==> src/rtl/seq_serializer.sv <==
// ----------------------------------------------------------------------------
// seq_serializer
//
// Parallel-to-serial front end for the serial sequence detectors. A W-bit
// word is accepted through a valid/ready handshake and shifted out MSB-first,
// one bit per clock, on `dout`.
//
// Optional feature macro: SER_SKID_EN
//   undefined : no holding buffer; a load is accepted only in IDLE, so
//               consecutive words are separated by one invalid cycle.
//   defined   : one-word holding buffer; back-to-back words stream with no
//               gap, preserving detector patterns across word boundaries.
//
// Parameters:
//   W          word width (2..32)
//   IDLE_LEVEL value driven on dout while dout_valid is low
//
// Ports:
//   clk        clock, rising edge
//   rst        synchronous active-low reset
//   data_in    parallel word, sampled when a load is accepted
//   load_valid producer offers data_in
//   load_ready block can accept a word this cycle
//   dout       serial bit (to detector din)
//   dout_valid dout carries a data bit
//   word_done  pulse coincident with the LSB of each word
//   busy       high while shifting
//
// All outputs are decoded from registered state only, so there is no
// combinational path from load_valid to any output.
// ----------------------------------------------------------------------------
module seq_serializer #(
    parameter int   W          = 8,
    parameter logic IDLE_LEVEL = 1'b0
) (
    input  logic         clk,
    input  logic         rst,
    input  logic [W-1:0] data_in,
    input  logic         load_valid,
    output logic         load_ready,
    output logic         dout,
    output logic         dout_valid,
    output logic         word_done,
    output logic         busy
);

    localparam int            CW       = (W > 1) ? $clog2(W) : 1;
    localparam logic [CW-1:0] CNT_LAST = CW'(W - 1);
    localparam logic [CW-1:0] CNT_ONE  = CW'(1);

    typedef enum logic {
        S_IDLE  = 1'b0,
        S_SHIFT = 1'b1
    } state_t;

    state_t         state_r;
    logic [W-1:0]   shreg_r;
    logic [CW-1:0]  cnt_r;
    logic           load_acc_s;

`ifdef SER_SKID_EN
    logic [W-1:0]   hold_r;
    logic           hold_full_r;

    // Ready depends only on buffer occupancy, in every state.
    assign load_ready = !hold_full_r;
`else
    // Without a buffer a word can only be taken while idle.
    assign load_ready = (state_r == S_IDLE);
`endif

    assign load_acc_s = load_valid && load_ready;

    // Output decode from registered state.
    assign busy       = (state_r == S_SHIFT);
    assign dout_valid = (state_r == S_SHIFT);
    assign dout       = (state_r == S_SHIFT) ? shreg_r[W-1] : IDLE_LEVEL;
    assign word_done  = (state_r == S_SHIFT) && (cnt_r == '0);

    // Serializer FSM: load, shift, and word-to-word handover.
    always_ff @(posedge clk) begin
        if (!rst) begin
            state_r     <= S_IDLE;
            shreg_r     <= '0;
            cnt_r       <= '0;
`ifdef SER_SKID_EN
            hold_r      <= '0;
            hold_full_r <= 1'b0;
`endif
        end else begin
            case (state_r)
                S_IDLE: begin
                    // Buffer is always empty in IDLE, so a load goes straight in.
                    if (load_acc_s) begin
                        shreg_r <= data_in;
                        cnt_r   <= CNT_LAST;
                        state_r <= S_SHIFT;
                    end
                end
                S_SHIFT: begin
                    if (cnt_r != '0) begin
                        shreg_r <= {shreg_r[W-2:0], 1'b0};
                        cnt_r   <= cnt_r - CNT_ONE;
`ifdef SER_SKID_EN
                        // Mid-word loads park in the holding buffer.
                        if (load_acc_s) begin
                            hold_r      <= data_in;
                            hold_full_r <= 1'b1;
                        end
`endif
                    end else begin
`ifdef SER_SKID_EN
                        // Last bit on dout: buffered word first, else a load
                        // arriving on this very edge, else fall back to IDLE.
                        if (hold_full_r) begin
                            shreg_r     <= hold_r;
                            cnt_r       <= CNT_LAST;
                            hold_full_r <= 1'b0;
                        end else if (load_acc_s) begin
                            shreg_r <= data_in;
                            cnt_r   <= CNT_LAST;
                        end else begin
                            shreg_r <= '0;
                            state_r <= S_IDLE;
                        end
`else
                        shreg_r <= '0;
                        state_r <= S_IDLE;
`endif
                    end
                end
                default: begin
                    state_r <= S_IDLE;
                end
            endcase
        end
    end

endmodule

==> config.mk <==
export PLATFORM = sky130hd
export DESIGN_NAME = seq_serializer
export DESIGN_NICKNAME = d
export VERILOG_FILES = /design/src/rtl/seq_serializer.sv
export SDC_FILE = /design/constraint.sdc
export NUM_CORES = 1
export LEC_CHECK = 0
export BUFFER_PORTS_ARGS = -buffer_cell sky130_fd_sc_hd__buf_2
export CORE_AREA = 2 2 39 41
export CTS_CLUSTER_SIZE = 25
export DETAILED_ROUTE_END_ITERATION = 16
export DIE_AREA = 0 0 41 43
export PLACE_DENSITY = 0.68
export SLEW_MARGIN = 10
export SYNTH_ARGS = -nofsm -noshare
export SYNTH_HDL_FRONTEND = slang
export SYNTH_SLANG_ARGS = --single-unit
==> constraint.sdc <==
create_clock -name clk -period 1.7 [get_ports clk]
set_input_delay 0.34 -clock clk [delete_from_list [all_inputs] [get_ports clk]]
set_output_delay 0.34 -clock clk [all_outputs]
set_load 0.005 [all_outputs]
==> flow_summary.yaml, run 1 <==
status:
  status: "completed"
finish:
  drive_gt1_share_pct: 30.4
  final_core_util_pct: 47.5
  antenna_cells: 0
  finalNonFillerCells: 85
  nets: 84
  area_growth_pct: 14.6
  fillers: 147
sta:
  fin_ws_ns: 0.116
  slew_viol_final: 0
  finalSetupViolations: 0
  rsz0062_at_grt: "false"
  fmax_mhz: 631
  hold_violations: 0
  min_period_ns: 1.58
  slew_headroom_pct: 80.1
  fin_crit_sh_pct: 93.2
  worst_clock_skew_ns: 0.00113
  fin_tns_setup_ns: 0
  worst_slew_pin_slew_ns: 0.299
detailed_routing:
  postRouteWirelength_um: 933
  wl_per_cell_um: 11.0
  drtAntennaViolNets: 0
  drtIter0Drc: 5
  drc: 0
  via_per_inst: 5.25
  drtPass1Iterations: 4
  dr_total_vias: 446
pwr:
  totalPowerFinal_w: 0.000606
  power_density_nw_per_um2: 923
  peakVddDrop_v: 0.000354
  p_leak_nw: 0.312
worst_setup_path:
  arrival_ns: 1.24
  crit_required_ns: 1.36
  path_cells: "inv_1 > ha_1 > and3b_4 > buf_2"
  path_max_fanout: 3
  criticalPathCategory: "flop to output port"
  worstSetupEndpointType: "output port"
  max_stage_delay_ns: 0.34
  critPathBufInv: 2
  startpoint_type: "flop"
  cp_slowest_cell: "dfxtp_1"
  critical_path.top_delay_family: "flip-flops"
yosys:
  synth_fp_nets: 68
  synth_area_per_cell_sq_um: 10.4
  syn_area_sq_um: 573
  seq_area_frac_synth_pct: 41.9
  yosysWarnings: 0
  yosysUniqueCellTypes: 20
  ys_ff_latch: 12
  netlist_instances: 55
die:
  io_pins: 16
  die-height_um: 43
  core-area_sq_um: 1380
  start_util_pct: 41.4
  num_rows: 14
  fp.dieW_um: 41
  dieArea_sq_um: 1760
global_routing:
  grt_remaining_overflow: 0
  grt_pass1_wl_um: 1460
  antenna_found_initial: 0
  track_usage_pct: 12.8
  grt_pass1_vias: 367
  grt_max_degree: 12
placed_design:
  finalWeightedCongestion: 0.754
  dp_hpwl_um: 712
  numPortBuffers: 15
  place_ws_ns: 0.407
  dp_cells: 82
cts:
  cts_buffers: 3
  post-cts-setup-buffers: 0
  clkTransAtPathRegs_ns: 0.07
  clockBufferDepth: 2
  clk_latency_ns: 0.27
  cts_root_buf: "clkbuf_4"
  htree_levels: 1
  hold_buffers: 0
  cts_tree: "built"
  cts.repair.resized: 0
  cts_sinks: 12
job:
  maxCapViolCount: 0
min_path:
  hold_class: "input port to flop"
registers in the layout, summed over array words and instances, names as in the netlist:
name	cells
shreg_r	8
cnt_r	3
busy	1
cell usage after synthesis:
cell	n	share of area (%)
mux2i_1	8	14
nand2_1	2	1.3
nor2_1	3	2.0
nand2b_1	1	1.1
a21oi_1	1	0.87
ha_1	2	4.4
nand3_1	1	0.87
nor3_2	1	1.7
buf_4	3	3.9
inv_1	4	2.6
and2_1	2	2.2
o2bb2ai_1	7	11
and3b_4	1	2.2
and2_2	1	1.3
dfxtp_1	12	42
and3_1	1	1.1
buf_6	1	2.0
o32ai_1	1	1.5
o211a_1	1	1.7
o21a_1	2	2.6
power by group:
part | internal, W | switching, W | leakage [nW]
Sequential | 0.000306 | 0.0000177 | 0.0991
Clock | 0.0000819 | 0.0000873 | 0.0138
Combinational | 0.0000580 | 0.0000554 | 0.199
stage by stage:
stage,hold WS [ns],area (sq um)
3_3_place_gp,0.440,634
2_1_floorplan,0.432,573
3_5_place_dp,0.446,634
6_report,0.323,657
5_1_grt,0.343,657
4_1_cts,0.313,657
logic make-up after synthesis:
family / Yosys count / share of synthesized area, %
buffers and inverters: 8 / 8.51
adders and majority gates: 2 / 4.37
muxes: 8 / 14.0
AOI/OAI and AO/OA: 12 / 17.5
DFF: 12 / 41.9
and+or+nand+nor: 13 / 13.8
path summary, 6_finish.rpt:
kind,depth (start not counted),start,to,slack [ns]
setup / recovery,4,cnt_r[0]$_SDFFE_PN0P_,word_done,0.12
hold / removal,3,data_in[0],shreg_r[0]$_SDFFE_PN0P_,0.32
setup reg to reg,5,cnt_r[0]$_SDFFE_PN0P_,shreg_r[7]$_SDFFE_PN0P_,0.42
hold reg to reg,1,shreg_r[1]$_SDFFE_PN0P_,shreg_r[2]$_SDFFE_PN0P_,0.46
layer usage:
metal,vias to the layer above,routed length [um],GRT usage (%)
met5,-,0,0
met4,0,9,12.0
met3,2,44,4.71
met2,10,408,15.9
met1,211,470,16.0
li1,223,-,-
tightest hold or removal path: cells and delay by family:
kind | cells | cell delay, ns
buf+inv | 1 | 0.08
mux | 1 | 0.06
simple gates | 1 | 0.08
cell type report:
| cell class | instances | area, sq um | area share [%] |
|---|---|---|---|
| clock buffer | 3 | 22.5 | 3.43 |
| inverter | 4 | 15.0 | 2.29 |
| multi-input combinational | 35 | 284 | 43.2 |
| sequential | 12 | 240 | 36.6 |
| tap | 16 | 20.0 | 3.05 |
| timing repair buffer | 15 | 75.1 | 11.4 |
layout by cell type, fill, tap and decap left out:
cell type	instances
buf_2	15
dfxtp_1	12
mux2i_1	8
o2bb2ai_1	7
inv_1	4
nor2_1	3
clkbuf_4	3
and2_1	2
nand2_1	2
o21a_1	2
ha_1	2
and3b_4	1
nand2b_1	1
and3_1	1
nand3_1	1
o211a_1	1
nor3_2	1
a21oi_1	1
and2_2	1
o32ai_1	1
Note: power is estimated with default switching activity, not from simulation.
==> run 2, diff against run 1 <==
- CELL_PAD_IN_SITES_DETAIL_PLACEMENT: not set -> 0
- CELL_PAD_IN_SITES_GLOBAL_PLACEMENT: not set -> 2
- CORE_AREA: 2 2 39 41 -> not set
- CORE_MARGIN: not set -> 2
- CORE_UTILIZATION: not set -> 29
- DIE_AREA: 0 0 41 43 -> not set
- GPL_ROUTABILITY_DRIVEN: not set -> 0
- HOLD_SLACK_MARGIN: not set -> 0.02
- PLACE_DENSITY: 0.68 -> not set
- PLACE_DENSITY_LB_ADDON: not set -> 0.1
==> run 2 against run 1 <==
- design area is 4.2% higher
- largest power group unchanged
- non-clock buffer count stayed put
- fmax is 0.72% lower
- sequential share of layout area is 1.5 points lower
- largest cell class unchanged
- count of clock-buffer cells in the layout is 1 higher
- setup slack worse by 0.012 ns
==> flow_summary.yaml, run 2 (synthesis results as in run 1) <==
pwr:
  peakVddDrop_v: 0.000468
  power_density_nw_per_um2: 973
  internal_power_w: 0.000494
  pwr-share-clk_pct: 34.4
  p_switching_w: 0.000172
  swShare_pct: 25.9
  seq_power_share_pct: 48.6
  combPwrFrac_pct: 17.0
  p_leak_nw: 0.319
detailed_routing:
  wl_per_cell_um: 10.6
  drtAntennaViolNets: 0
  dr_total_vias: 427
  drtPass1Iterations: 3
  drtIter0Drc: 6
  via_per_inst: 4.40
  postRouteWirelength_um: 1030
  drc: 0
sta:
  fmax_mhz: 627
  finalSetupViolations: 0
  slew_headroom_pct: 79.7
  fin_crit_sh_pct: 93.8
  fin_ws_ns: 0.105
  worst_clock_skew_ns: 0.00276
  min_period_ns: 1.60
  whs_ns: 0.310
  slew_viol_final: 0
  fin_tns_setup_ns: 0
  worst_slew_pin_slew_ns: 0.305
  hold_violations: 0
  rsz0062_at_grt: "false"
worst_setup_path:
  criticalPathCategory: "flop to output port"
  crit_required_ns: 1.36
  path_max_fanout: 3
  path_cells: "inv_1 > ha_1 > and3b_4 > buf_2"
  worstSetupEndpointType: "output port"
  startpoint_type: "flop"
  cp_slowest_cell: "dfxtp_1"
  arrival_ns: 1.26
  max_stage_delay_ns: 0.35
  reg2reg_depth: 5
global_routing:
  grt_pass1_vias: 407
  grt_pass1_wl_um: 1890
  grt_remaining_overflow: 0
  antenna_found_initial: 0
  grt_max_degree: 12
  track_usage_pct: 10.7
die:
  num_rows: 16
  fp.dieW_um: 48.5
  io_pins: 16
  die-height_um: 48.5
  dieArea_sq_um: 2350
  start_util_pct: 30.1
  core-area_sq_um: 1900
status:
  status: "completed"
cts:
  hold_buffers: 0
  cts_buffers: 3
  cts_sinks: 12
  clockBufferDepth: 2
  cts_root_buf: "clkbuf_4"
  cts.repair.resized: 0
  post-cts-setup-buffers: 0
  htree_levels: 1
  clkTransAtPathRegs_ns: 0.08
  clk_latency_ns: 0.27
  cts_tree: "built"
placed_design:
  dp_cells: 93
  numPortBuffers: 15
  place_ws_ns: 0.409
  dp_hpwl_um: 745
finish:
  nets: 84
  drive_gt1_share_pct: 31.4
  fillers: 214
  final_common_cell: "buf_2"
  antenna_cells: 0
  area_growth_pct: 19.4
  finalNonFillerCells: 97
  final_cell_mix: "buf_2 (15), dfxtp_1 (12), mux2i_1 (8)"
  top_register: "shreg_r"
  largest_reg_flops: 8
job:
  maxCapViolCount: 0
min_path:
  hold_depth: 3
  hold_class: "input port to flop"
-- run 2: critical path: cells and delay by family (launching register included) --
family | cells | cell delay, ns
DFF | 1 | 0.35
adders and majority gates | 1 | 0.23
and+or+nand+nor | 1 | 0.21
buffers and inverters | 2 | 0.20
-- run 2: metrics by stage --
stage / total power [W] / utilization [%] / area [sq um]
floorplan: 0.000417 / - / 573
global placement: 0.000448 / 34.1 / 648
detailed placement: 0.000445 / 34.1 / 648
CTS: 0.000679 / 36.0 / 684
global route: 0.000707 / 36.0 / 684
finish: 0.000666 / 36.0 / 684
-- run 2: final cells by class --
class	count	area [sq um]	share of cell area (%)
Clock buffer	4	36.3	5.30
Inverter	4	15.0	2.19
Multi-Input combinational cell	35	284	41.5
Sequential cell	12	240	35.1
Tap cell	27	33.8	4.94
Timing Repair Buffer	15	75.1	11.0
-- run 2: routing by layer --
metal | GRT usage, % | wire length (um) | vias up
li1 | - | - | 225
met1 | 14.3 | 499 | 189
met2 | 14.8 | 464 | 11
met3 | 2.16 | 58 | 2
met4 | 8.57 | 9 | 0
met5 | 0 | 0 | -
-- run 2: power groups by stage --
stage / Combinational (W) / Sequential [W] / Clock (W)
after floorplan: 0.0000941 / 0.000323 / 0
after global placement: 0.000117 / 0.000331 / 0
after detailed placement: 0.000115 / 0.000330 / 0
after CTS: 0.000115 / 0.000324 / 0.000240
after global routing: 0.000132 / 0.000327 / 0.000248
final: 0.000113 / 0.000323 / 0.000229
-- run 2: final timing paths --
check                                        startpoint                 endpoint  slack (ns)
worst max-delay path              cnt_r[0]$_SDFFE_PN0P_                word_done        0.10
worst min-delay path                         data_in[0]  shreg_r[0]$_SDFFE_PN0P_        0.31
worst max register to register    cnt_r[0]$_SDFFE_PN0P_  shreg_r[1]$_SDFFE_PN0P_        0.40
worst min register to register  shreg_r[5]$_SDFFE_PN0P_  shreg_r[6]$_SDFFE_PN0P_        0.47
